--- src/rtl/program_loader.sv ---
// Byte-stream front end for the instruction-memory loader: parses a 4-byte
// big-endian word count, then big-endian words, and paces the fetch-stage strobes.
module program_loader #(
    parameter int INST_MEM_WIDTH = 2
) (
    input  logic                    CLK,
    input  logic                    reset,
    input  logic [7:0]              rx_data,
    input  logic                    rx_valid,
    output logic [31:0]             input_data,
    output logic                    input_start,
    output logic                    input_valid,
    output logic                    input_end,
    output logic                    loading,
    output logic                    done,
    output logic                    error,
    output logic [INST_MEM_WIDTH:0] word_count
);

    localparam int CW = INST_MEM_WIDTH + 1;
    localparam logic [32:0] CAPACITY = 33'd1 << INST_MEM_WIDTH;

    localparam logic [3:0] S_IDLE  = 4'd0;
    localparam logic [3:0] S_HDR   = 4'd1;
    localparam logic [3:0] S_START = 4'd2;
    localparam logic [3:0] S_GAP   = 4'd3;
    localparam logic [3:0] S_DATA  = 4'd4;
    localparam logic [3:0] S_TAIL  = 4'd5;
    localparam logic [3:0] S_END   = 4'd6;
    localparam logic [3:0] S_DONE  = 4'd7;
    localparam logic [3:0] S_ERR   = 4'd8;

    logic [3:0]    state_reg;
    logic [3:0]    state_next;
    logic [1:0]    byte_idx_reg;
    logic [23:0]   shift_reg;
    logic [CW-1:0] count_reg;
    logic [CW-1:0] collected_reg;
    logic [CW-1:0] word_count_reg;
    logic [31:0]   data_reg;
    logic          valid_reg;
    logic          valid_next;
    logic          pending_reg;

    logic [31:0]   assembled;
    logic          hdr_phase;
    logic          data_phase;
    logic          hdr_accept;
    logic          hdr_first;
    logic          data_accept;
    logic          byte_last;
    logic          hdr_last;
    logic          word_last;
    logic          overflow;

    always_comb begin
        assembled   = {shift_reg, rx_data};
        hdr_phase   = (state_reg == S_IDLE) || (state_reg == S_HDR) || (state_reg == S_DONE);
        data_phase  = (state_reg == S_START) || (state_reg == S_GAP) || (state_reg == S_DATA);
        hdr_accept  = rx_valid && hdr_phase;
        hdr_first   = hdr_accept && (state_reg != S_HDR);
        // Bytes beyond the announced word count are not part of this image.
        data_accept = rx_valid && data_phase && (collected_reg < count_reg);
        byte_last   = (byte_idx_reg == 2'd3);
        hdr_last    = hdr_accept && (state_reg == S_HDR) && byte_last;
        word_last   = data_accept && byte_last;
        overflow    = {1'b0, assembled} > CAPACITY;
    end

    always_comb begin
        state_next = state_reg;
        case (state_reg)
            S_IDLE, S_DONE: if (rx_valid) state_next = S_HDR;
            S_HDR:          if (hdr_last) state_next = overflow ? S_ERR : S_START;
            S_START:        state_next = S_GAP;
            S_GAP:          state_next = (count_reg == '0) ? S_END : S_DATA;
            S_DATA:         if (valid_reg && (word_count_reg == count_reg)) state_next = S_TAIL;
            S_TAIL:         state_next = S_END;
            S_END:          state_next = S_DONE;
            S_ERR:          state_next = S_ERR;
            default:        state_next = S_IDLE;
        endcase
        // A word finished during START/GAP waits here until DATA, keeping the
        // fetch stage's two-cycle spacing after input_start.
        valid_next = (state_next == S_DATA) && (word_last || pending_reg);
    end

    always_ff @(posedge CLK or negedge reset) begin
        if (!reset) begin
            state_reg      <= S_IDLE;
            byte_idx_reg   <= 2'd0;
            shift_reg      <= '0;
            count_reg      <= '0;
            collected_reg  <= '0;
            word_count_reg <= '0;
            data_reg       <= '0;
            valid_reg      <= 1'b0;
            pending_reg    <= 1'b0;
        end else begin
            state_reg   <= state_next;
            valid_reg   <= valid_next;
            pending_reg <= (pending_reg || word_last) && !valid_next;

            if (hdr_first) begin
                byte_idx_reg <= 2'd1;
            end else if (hdr_accept || data_accept) begin
                byte_idx_reg <= byte_idx_reg + 2'd1;
            end

            if (hdr_accept || data_accept) begin
                shift_reg <= {shift_reg[15:0], rx_data};
            end

            if (hdr_last) begin
                count_reg <= assembled[CW-1:0];
            end

            if (hdr_first) begin
                collected_reg <= '0;
            end else if (word_last) begin
                collected_reg <= collected_reg + 1'b1;
            end

            if (hdr_first) begin
                word_count_reg <= '0;
            end else if (valid_next) begin
                word_count_reg <= word_count_reg + 1'b1;
            end

            if (word_last) begin
                data_reg <= assembled;
            end
        end
    end

    assign input_data  = data_reg;
    assign input_start = (state_reg == S_START);
    assign input_valid = valid_reg;
    assign input_end   = (state_reg == S_END);
    assign loading     = (state_reg == S_HDR) || (state_reg == S_START) || (state_reg == S_GAP)
                      || (state_reg == S_DATA) || (state_reg == S_TAIL) || (state_reg == S_END);
    assign done        = (state_reg == S_DONE);
    assign error       = (state_reg == S_ERR);
    assign word_count  = word_count_reg;

endmodule

--- config.mk ---
export PLATFORM = sky130hd
export DESIGN_NAME = program_loader
export DESIGN_NICKNAME = d
export VERILOG_FILES = /design/src/rtl/program_loader.sv
export SDC_FILE = /design/constraint.sdc
export NUM_CORES = 1
export LEC_CHECK = 0
export ABC_AREA = 1
export CAP_MARGIN = 20
export CORE_AREA = 4 4 106 108
export CTS_BUF_LIST = sky130_fd_sc_hd__clkbuf_8
export DETAILED_ROUTE_END_ITERATION = 12
export DIE_AREA = 0 0 110 112
export GPL_TIMING_DRIVEN = 0
export SLEW_MARGIN = 20
export SYNTH_ARGS = -nofsm -noshare
export SYNTH_HDL_FRONTEND = slang
export SYNTH_SLANG_ARGS = --single-unit
--- constraint.sdc ---
create_clock -name CLK -period 3.3 [get_ports CLK]
set_input_delay 0.66 -clock CLK [delete_from_list [all_inputs] [get_ports CLK]]
set_output_delay 0.66 -clock CLK [all_outputs]
set_load 0.01 [all_outputs]
After elaboration in Yosys (flattened, before gate mapping)
Cells that the tools add are included.
{"block": "op_classes", "add_sub_neg": 3, "multipliers": 0, "div": 0, "order_cmp": 2, "n_eq_ne": 12, "n_shift": 0, "mux": 12, "bitwise": 0, "n_reduce_logical": 28}
{"op": "32-bit by 3-bit > comparator with 1-bit output (second input constant)", "n": 1}
{"op": "4-bit case mux with 8 select lines", "n": 1}
{"op": "4-bit by 3-bit equality test with 1-bit output (second input constant)", "n": 5}
{"op": "4-bit 2-to-1 mux", "n": 4}
{"op": "3-bit 2-to-1 mux", "n": 4}
{"op": "1-bit logical OR", "n": 11}
{"op": "1-bit logical AND", "n": 10}
{"op": "4-bit by 2-bit equality test with 1-bit output (second input constant)", "n": 2}
{"op": "3-bit by 1-bit adder with 3-bit output (second input constant)", "n": 2}
{"op": "2-bit 2-to-1 mux", "n": 3}
{"op": "2-bit nonzero test", "n": 3}
{"op": "4-bit by 1-bit equality test with 1-bit output (second input constant)", "n": 1}
{"op": "4-bit equality test (second input constant)", "n": 1}
{"op": "4-bit logical NOT", "n": 1}
{"op": "4-bit by 1-bit inequality test with 1-bit output (second input constant)", "n": 1}
{"op": "3-bit equality test", "n": 1}
{"op": "3-bit logical NOT", "n": 1}
{"op": "3-bit < comparator", "n": 1}
{"op": "2-bit by 1-bit adder with 2-bit output (second input constant)", "n": 1}
{"op": "2-bit equality test (second input constant)", "n": 1}
{"op": "2-bit OR reduction", "n": 1}
{"op": "1-bit logical NOT", "n": 1}
{"block": "word_totals", "regBits": 73, "latchBits": 0, "mem_bits_rw": 0, "romBits": 0, "inputBits": 11, "output_inout_bits": 41, "elab_cells": 66, "n_memories": 0}

Logic depth before layout (Yosys ltp)
{"block": "depth", "depth_word": 12, "depth_mapped": 12}

Worst setup path before layout
No wires, ideal clock.
{"block": "synth_timing", "path_type": "reg2reg", "from": "register count_reg[1]", "to": "register shift_reg[23]", "setup_time_ns": 0.125, "t_arrival_ns": 1.550, "required_ns": 3.175, "slack_ns": 1.625, "stages_incl_launch_ff": 10, "n_path_buf": 1, "period_less_slack_ns": 1.675, "cell_sequence": "dfrtp_1 -> inv_1 -> ha_1 -> o21ai_0 -> nand2_1 -> nand2_1 -> nand3_1 -> nand2_1 -> buf_6 -> mux2_4"}
{"block": "synth_via", "elab_chain_len": 3}
{"element": "start: declaration", "line": "37", "text": "logic [CW-1:0] count_reg;"}
{"element": "start signal: assignment", "line": "115", "text": "count_reg <= assembled[CW-1:0];"}
{"element": "3-bit < comparator", "line": "63", "text": "data_accept = rx_valid && data_phase && (collected_reg < count_reg);"}
{"element": "1-bit logical AND", "line": "63"}
{"element": "1-bit logical OR", "line": "110", "text": "if (hdr_accept || data_accept) begin"}
{"element": "end signal: assignment", "line": "111", "text": "shift_reg <= {shift_reg[15:0], rx_data};"}
{"element": "end: declaration", "line": "36", "text": "logic [23:0] shift_reg;"}
Every way passes these cells.
A chain may end at the register's enable or synchronous reset.

Worst setup path in the final report
{"block": "layout_timing", "from": "register state_reg[1]", "to": "output error"}
{"block": "layout_via", "elab_chain_len": 1}
{"element": "start: declaration", "line": "33", "text": "logic [3:0] state_reg;"}
{"element": "start signal: assignment", "line": "100", "text": "state_reg <= state_next;"}
{"element": "4-bit equality test", "line": "143", "text": "assign error = (state_reg == S_ERR);"}
{"element": "end: declaration", "line": "16", "text": "output logic error,"}
Every way passes these cells.

==> impl_metrics.json <==
{
  "clock_path_buffers": 2,
  "p_per_area_nw_per_um2": 987,
  "synth_xor_area_share_pct": 0.821,
  "layout_commonest_cell": "nand2_1",
  "synthCells": 367,
  "hold_viol": 0,
  "drc": 0,
  "rows": 37,
  "synth_top_family_by_area": "simple AND/OR/NAND/NOR gates",
  "yosysWarningCount": 0,
  "post_cts_buffers": 0,
  "first_pass_iters": 4,
  "root_buffer": "clkbuf_8",
  "final_nets": 446,
  "vias": 2595,
  "vias_per_cell": 4.54,
  "yosys.area.top_type": "dfrtp_1",
  "cts-resized-gates": 0,
  "power.switching_mw": 1.57,
  "dpl.hpwl_um": 5850,
  "hold_slack_ns": 0.275,
  "wire_per_inst_um": 13.9,
  "worstPathArrival_ns": 1.87,
  "syn_nets": 383,
  "synth-adder-area-share_pct": 1.95,
  "final_cell_mix": "nand2_1, dfrtp_1, clkdlybuf4s50_1, nor2_1, o21ai_0",
  "pwr-share-seq_pct": 39.1,
  "antenna_found_initial": 0,
  "synthesis.area_um2": 3200,
  "start_util_pct": 31.3,
  "cts-hold-fix-buffers": 0,
  "htree_levels": 3,
  "grt_overflow_total": 0,
  "maxSlewHeadroom_pct": 66.3,
  "reg2reg_slack_ns": 1.44,
  "p_total_mw": 4.06,
  "clock_power_share_pct": 19.0,
  "critPathKind": "register to primary output",
  "io_pins": 52,
  "p_int_mw": 2.50,
  "antenna_cells": 0,
  "grt_pass1_wl_um": 13600,
  "drtIter0Drc": 117,
  "setup_tns_ns": 0,
  "largest_reg_flops": 32,
  "swShare_pct": 38.6,
  "die_width_um": 110,
  "cap_violations": 0,
  "detail-route-antenna-nets": 0,
  "cp.required_ns": 2.64,
  "finClkSkew_ns": 0.0133,
  "cp-end-kind": "primary output",
  "die_h_um": 112,
  "clk_pin_slew_ns": 0.08,
  "synthTopCellsByArea": "dfrtp_1, nand2_1, o21ai_0",
  "final.min_clock_period_ns": 2.53,
  "path_max_fanout": 7,
  "cts_sinks": 73,
  "synth-seq-area-share_pct": 57.1,
  "grt_pass1_vias": 2703,
  "area_growth_pct": 28.6,
  "synthMuxAreaShare_pct": 0.938,
  "yosys.area_share.simple_pct": 24.3,
  "wl_um": 7960,
  "port_buffers": 51,
  "numCtsBuffers": 9,
  "max_freq_mhz": 395,
  "p_comb_share_pct": 41.9,
  "setup_violations": 0,
  "rsz0062_at_grt": "false",
  "drive_gt1_share_pct": 9.43,
  "cp-start-kind": "register",
  "status": "finished, final reports clean",
  "die-area_um2": 12300,
  "cts_tree": "done",
  "min_path_type": "input pin to asynchronous set/reset pin",
  "fin_crit_sh_pct": 76.7,
  "grt_max_degree": 38,
  "synth_cell_types": 28,
  "synth_top_area_share_pct": 57.1,
  "synth-compound-area-share_pct": 8.60,
  "leakage_nw": 2.04,
  "synth-seq-cells": 73,
  "gp_congestion": 0.830,
  "vdd_drop_max_v": 0.000354,
  "max_slew.worst_pin.slew_ns": 0.505,
  "clk_latency_ns": 0.35,
  "core_um2": 10200,
  "grtUsageTotal_pct": 14.3,
  "slew_violations": 0,
  "avgSynthCellArea_um2": 8.72
}
-- stage by stage --
| step | area, um2 | util, % | worst slack [ns] | cells |
|---|---|---|---|---|
| 2_1_floorplan | 3200 | - | 1.62 | 367 |
| 3_3_place_gp | 3880 | 37.9 | -0.970 | 554 |
| 3_5_place_dp | 3900 | 38.1 | 0.894 | 555 |
| 4_1_cts | 4120 | 40.2 | 0.736 | 571 |
| 5_1_grt | 4120 | 40.2 | 0.700 | 571 |
| 6_report | 4120 | 40.2 | 0.769 | 571 |
-- synthesized netlist by cell type (all sizes together) --
cell and n:
a21o 1, buf 5, nand4 5, nor3 2
nor4 1, clkbuf 6, xnor2 1, inv 37
nand3 16, nor2 42, nand3b 1, o21ai 39
a21oi 13, ha 5, nand2 116, xor2 2
mux2 2, dfrtp 73
-- cell type report --
class / count / area [um2]
timing repair buffer: 52 / 528
multi-input combinational: 246 / 1170
clock buffer: 9 / 124
clock inverter: 7 / 92.6
buffer: 11 / 63.8
inverter: 37 / 139
tap: 136 / 170
fill: 1017 / 6110
sequential: 73 / 1830
-- path summary, 6_finish.rpt --
check / startpoint / endpoint / cells after the start
worst min-delay path: reset / word_count[1] / 1
max in group asynchronous: reset / shift_reg[17] / 2
worst max register to register: count_reg[1] / shift_reg[2] / 9
min in group CLK: input_data[31] / input_data[31] / 2
worst min register to register: input_data[31] / input_data[31] / 2
worst max-delay path: state_reg[1] / error / 2
-- kinds of logic after synthesis --
logic type      Yosys count
flops                    73
simple gates            183
fa+ha+maj                 5
mux                       2
xor+xnor                  3
buf+inv                  48
compound gates           53
-- per-layer routing --
layer / routed length [um] / global-route usage [%] / up-vias
met3: 480 / 3.25 / 13
met2: 3550 / 20.9 / 78
met5: 0 / 0 / -
met4: 138 / 5.40 / 0
li1: - / - / 1292
met1: 3790 / 20.3 / 1212
-- power by group through the flow --
stage | Sequential (mW) | Clock, mW | Combinational (mW)
final | 1.59 | 0.773 | 1.70
after global routing | 1.65 | 0.833 | 1.95
after CTS | 1.59 | 0.791 | 1.73
after detailed placement | 1.60 | 0 | 1.72
after global placement | 1.60 | 0 | 1.68
after floorplan | 1.62 | 0 | 0.927
-- worst max-delay path, cell delays in order (launching register included) --
cell,delay (ns)
dfrtp_1,0.46
nor4_1,0.44
clkdlybuf4s50_1,0.62
(Power assumes the default switching activity.)
